--- config.mk ---
export PLATFORM = sky130hd
export DESIGN_NAME = uart_rx_mmio
export DESIGN_NICKNAME = d
export VERILOG_FILES = /design/src/rtl/uart_rx_mmio.sv
export SDC_FILE = /design/constraint.sdc
export NUM_CORES = 1
export LEC_CHECK = 0
export ABC_AREA = 1
export CAP_MARGIN = 15
export CORE_MARGIN = 5
export CORE_UTILIZATION = 57
export CTS_CLUSTER_SIZE = 25
export DETAILED_ROUTE_END_ITERATION = 10
export PLACE_DENSITY = 0.8
export SLEW_MARGIN = 20
export SYNTH_ARGS = -nofsm -noshare
export SYNTH_HDL_FRONTEND = slang
export SYNTH_SLANG_ARGS = --single-unit
--- constraint.sdc ---
create_clock -name clk -period 2.2 [get_ports clk]
set_input_delay 0.22 -clock clk [delete_from_list [all_inputs] [get_ports clk]]
set_output_delay 0.22 -clock clk [all_outputs]
set_load 0.005 [all_outputs]
--- src/rtl/uart_rx_mmio.sv ---
// Memory-mapped receive FIFO behind the UART receiver: RXDATA/STATUS/CTRL registers with overrun flag.
// Optional interrupt support (IE bit and irq output) is enabled by defining UART_RX_MMIO_IRQ_EN.
module uart_rx_mmio #(
  parameter int DEPTH = 8,
  parameter int CW    = $clog2(DEPTH) + 1
) (
  input  logic       clk,
  input  logic       rst,
  input  logic [7:0] rx_data,
  input  logic       rx_ready,
  input  logic       bus_sel,
  input  logic       bus_we,
  input  logic [1:0] bus_addr,
  input  logic [7:0] bus_wdata,
  output logic [7:0] bus_rdata,
  output logic       bus_rvalid,
  output logic       irq
);
  localparam int PW = $clog2(DEPTH);

  logic [7:0]    mem_q [DEPTH];
  logic [PW-1:0] wr_ptr_q, wr_ptr_d, rd_ptr_q, rd_ptr_d;
  logic [CW-1:0] count_q, count_d;
  logic          ovr_q, ovr_d;
  logic          ready_q;
  logic [7:0]    rdata_q, rdata_d;
  logic          rvalid_q;
  logic          ie_s;

  logic          push_s, push_ok_s, pop_s, overrun_s;
  logic          rd_acc_s, ctrl_wr_s, flush_s, ovr_clr_s;
  logic          ne_s, full_s;
  logic [31:0]   count_ext_s;
  logic [3:0]    count_sat_s;

  // Decode bus strobes and FIFO events for this cycle.
  always_comb begin
    rd_acc_s    = bus_sel & ~bus_we;
    ctrl_wr_s   = bus_sel & bus_we & (bus_addr == 2'd2);
    flush_s     = ctrl_wr_s & bus_wdata[2];
    ovr_clr_s   = ctrl_wr_s & bus_wdata[1];
    ne_s        = (count_q != {CW{1'b0}});
    full_s      = (count_q == CW'(DEPTH));
    count_ext_s = 32'(count_q);
    count_sat_s = (count_ext_s > 32'd15) ? 4'hF : count_ext_s[3:0];
    push_s      = rx_ready & ~ready_q;
    pop_s       = rd_acc_s & (bus_addr == 2'd0) & ne_s;
    // A pop in the same cycle frees the slot, so a push at full is not an overrun then.
    push_ok_s   = push_s & ~flush_s & (~full_s | pop_s);
    overrun_s   = push_s & ~flush_s & full_s & ~pop_s;
  end

  // Next-state for pointers, occupancy and the sticky overrun flag.
  always_comb begin
    wr_ptr_d = wr_ptr_q;
    rd_ptr_d = rd_ptr_q;
    count_d  = count_q;
    ovr_d    = overrun_s | (ovr_q & ~ovr_clr_s);
    if (flush_s) begin
      wr_ptr_d = {PW{1'b0}};
      rd_ptr_d = {PW{1'b0}};
      count_d  = {CW{1'b0}};
    end else begin
      if (push_ok_s) begin
        wr_ptr_d = wr_ptr_q + PW'(1);
      end else begin
        wr_ptr_d = wr_ptr_q;
      end
      if (pop_s) begin
        rd_ptr_d = rd_ptr_q + PW'(1);
      end else begin
        rd_ptr_d = rd_ptr_q;
      end
      case ({push_ok_s, pop_s})
        2'b10:   count_d = count_q + CW'(1);
        2'b01:   count_d = count_q - CW'(1);
        default: count_d = count_q;
      endcase
    end
  end

  // Read data mux.
  always_comb begin
    case (bus_addr)
      2'd0:    rdata_d = ne_s ? mem_q[rd_ptr_q] : 8'h00;
      2'd1:    rdata_d = {count_sat_s, 1'b0, ovr_q, full_s, ne_s};
      2'd2:    rdata_d = {7'b0, ie_s};
      default: rdata_d = 8'h00;
    endcase
  end

  // FIFO state and bus response registers; ready_q tracks rx_ready during reset so a held level is not a new byte.
  always_ff @(posedge clk) begin
    ready_q <= rx_ready;
    if (rst) begin
      wr_ptr_q <= {PW{1'b0}};
      rd_ptr_q <= {PW{1'b0}};
      count_q  <= {CW{1'b0}};
      ovr_q    <= 1'b0;
      rdata_q  <= 8'h00;
      rvalid_q <= 1'b0;
    end else begin
      wr_ptr_q <= wr_ptr_d;
      rd_ptr_q <= rd_ptr_d;
      count_q  <= count_d;
      ovr_q    <= ovr_d;
      rvalid_q <= rd_acc_s;
      if (rd_acc_s) begin
        rdata_q <= rdata_d;
      end else begin
        rdata_q <= rdata_q;
      end
    end
  end

  // FIFO storage; contents are don't-care until counted.
  always_ff @(posedge clk) begin
    if (!rst && push_ok_s) begin
      mem_q[wr_ptr_q] <= rx_data;
    end
  end

`ifdef UART_RX_MMIO_IRQ_EN
  logic ie_q, irq_q;

  // Interrupt enable and registered level interrupt.
  always_ff @(posedge clk) begin
    if (rst) begin
      ie_q  <= 1'b0;
      irq_q <= 1'b0;
    end else begin
      if (ctrl_wr_s) begin
        ie_q <= bus_wdata[0];
      end else begin
        ie_q <= ie_q;
      end
      irq_q <= ie_q & (ne_s | ovr_q);
    end
  end

  assign ie_s = ie_q;
  assign irq  = irq_q;
`else
  assign ie_s = 1'b0;
  assign irq  = 1'b0;
`endif

  assign bus_rdata  = rdata_q;
  assign bus_rvalid = rvalid_q;
endmodule
==> metrics.txt <==
CP max FO=6; reg-to-reg startpoint=count_q[0]; status=completed; cts repair resizes=0; CTS buffer count=9; Psw=~0.00075 W; Async S/R FF share, synth=0%; Worst Reg-to-Reg Cells=9; dominant cells by area after synthesis=edfxtp_1 (51%), dfxtp_1 (13%), o21ai_0 (5.7%); Layout Nets=roughly 430; Slew headroom=between 50% and 60%; Worst Hold Launch=rx_ready; unrepaired setup endpoints after global routing=false; post-route setup TNS=0 ns; Most Crowded Layer GR=met2; final weighted congestion in routability-driven placement=0.921; Root Driver=clkbuf_8; Worst-Skew Late Latency=between 0.3 and 0.4 ns; max_cap viols=0; TritonCTS clock tree=yes; Worst Hold Path Cells=1; clk sink count=88; die height=~91 um; P_leak=around 1.6 nW; Max clock buf depth=2; H-tree depth=3; final setup fails=0; Period minus WS final=1.81 ns; worst endpoint required time=approximately 2.3 ns; Post-synth EDFFs=64; Layout Cells excl Fill=between 400 and 500; Synth Flop Type=edfxtp_1; Reg power frac=approximately 55%; Syn Area/Cell=roughly 11 um^2; Sw Share=22.7%; Worst Path Arrival=roughly 1.9 ns; syn_nets=around 380; I/O pin cnt=33; # Post-CTS Setup Buffers=0; Yosys reg bits=a little under 90; post-synth cell types=32; Seq/Total Area, Yosys=63.7%; antenna violations before repair=0; total power=around 0.0033 W; dpl cells=approximately 470; Fill cells=about 490; Hold Vio Cnt, Final=0; Post-Syn Area=approximately 3800 um^2; Max Fclk=553 MHz; pin count of the biggest net entering global routing=34; routed vias/inst=about 5.5; register area=~2400 um^2; Logic pwr share=8.4%; worst slack, placed=between 0.04 and 0.05 ns; crit end category=register; met3 Usage GRT=between 3 and 4%; Cell Rows=29; final slew viol count=0; Area Growth Syn to Fin=17.4%; DRC=0; Final Cycle Share=between 80% and 90%; crit path kind=register to register; clock skew=0.0134 ns; Synth top area share=between 50% and 60%; most frequent cells in the layout=edfxtp_1 (64), nor2_1 (48), o21ai_0 (43), nand2_1 (40); first-pass GRT wire length=between 10000 and 15000 um; pwr dens=approximately 750 nW/um^2; die footprint=8340 um^2; hold path endpoint=ready_q; routed len/inst=roughly 16 um; Internal Power=0.00256 W; multi-input logic area=~1200 um^2; core box area=approximately 6400 um^2; share of layout cells above drive strength 1=16.6%; Die X=91.3 um; number of diodes=0; reg-to-reg setup timing slack=around 0.4 ns; worst-case vdd ir drop=between 0.5 and 0.6 mV; met2 Usage GRT=a little under a third; global-route usage over all layers=19.1%; Detailed Place HPWL=5290 um; met1 global-route usage=25.2%; PortBufs=25; FF-to-FF End=mem_q[4][6]; worst hold path class=input port to register; routed vias=~2700; First-pass DRT Iterations=5; vias in the first global route=between 2000 and 3000; top cell type by total area after synthesis=edfxtp_1; commonest non-fill, non-tap cell in the layout=edfxtp_1; Clk pin slew, worst setup/hold paths=around 0.090 ns; ANT nets after route=0; Clock power frac=36.5%; Worst setup SP type=register; initial core utilization=roughly 59%; Post-Route WL=between 7000 and 8000 um; slack of the critical path=0.391 ns; Detailed Route Iter0 Violations=215; Syn. warnings=0; Post-Synthesis Cells=between 300 and 400; Post-CTS Hold Buffers=0; total grt overflow=0; slew of the pin with the lowest slew margin=0.722 ns
state kept, by name, summed over array words and instances, names as in the netlist, named ones only:
| signal | cells |
|---|---|
| ready_q | 1 |
| mem_q | 64 |
| wr_ptr_q | 3 |
| bus_rdata | 8 |
| ovr_q | 1 |
| rd_ptr_q | 3 |
| bus_rvalid | 1 |
| count_q | 4 |
worst max path at each step:
stage | from | endpoint | cells past startpoint
after floorplan | count_q[0] | mem_q[0][0] | 8
after global placement | bus_addr[0] | mem_q[4][0] | 8
after detailed placement | bus_addr[0] | mem_q[4][0] | 8
after CTS | count_q[0] | mem_q[4][6] | 9
after global routing | count_q[0] | mem_q[5][2] | 9
final | count_q[0] | mem_q[4][6] | 9
cell type report:
| class | count | area share [%] |
|---|---|---|
| flip-flops and latches | 88 | 54.3 |
| multi-input cells | 220 | 26.4 |
| repair buffers | 44 | 8.88 |
| inverters | 36 | 3.11 |
| clock buffers | 9 | 2.80 |
| clock inverters | 7 | 2.29 |
| well taps | 77 | 2.18 |
worst max-delay path, stage by stage, from the launching register on:
cell and delay [ns]:
dfxtp_1 0.42, inv_2 0.09, nand2_4 0.09, nor2_2 0.06, nand2_2 0.11, nor2_2 0.06, nor2_4 0.13, nand2_1 0.12
nor3_1 0.23, buf_4 0.21
cells in the mapped netlist (3+ instances only):
master    number
inv_1         25
o21ai_0       43
clkbuf_1       3
a31oi_1        3
o211ai_1       8
nand2_2        7
nand2_4        3
o221ai_1       6
nor3_1         4
nand3_1       23
dfxtp_1       24
nand2_1       40
a21oi_1       15
buf_2          8
ha_1           3
inv_2          9
edfxtp_1      64
o21ai_1        3
nor2_4         3
nor2_1        48
per-layer routing:
layer	wire [um]	part of all wire [%]
met3	464	6.1
met5	0	0
met1	3250	43
met2	3620	48
met4	215	2.8
metrics by stage:
| stage | hold WS, ns | instance area, um^2 | util [%] |
|---|---|---|---|
| after floorplan | 0.248 | 3770 | - |
| after global placement | 0.445 | 4200 | 65.8 |
| after detailed placement | 0.464 | 4200 | 65.8 |
| after CTS | 0.340 | 4420 | 69.3 |
| after global routing | 0.360 | 4420 | 69.3 |
| final | 0.345 | 4420 | 69.3 |
logic make-up (layout without fill, tap and decap cells):
family,after synthesis,after routing,synth area share (%)
other,1,1,0.0995
AO/OA/AOI/OAI,79,79,11.8
flip-flops,88,88,63.7
buffers and inverters,48,96,5.21
AND/OR/NAND/NOR,137,137,18.1
adder cells (fa/ha/maj),3,3,0.996
power by group through the flow:
stage / combinational, W / clock (W) / sequential, W
floorplan: 0.000170 / 0 / 0.00186
global placement: 0.000270 / 0 / 0.00186
detailed placement: 0.000279 / 0 / 0.00187
CTS: 0.000280 / 0.00124 / 0.00183
global route: 0.000311 / 0.00132 / 0.00183
finish: 0.000279 / 0.00121 / 0.00183
Note: power is estimated with default switching activity, not from simulation.
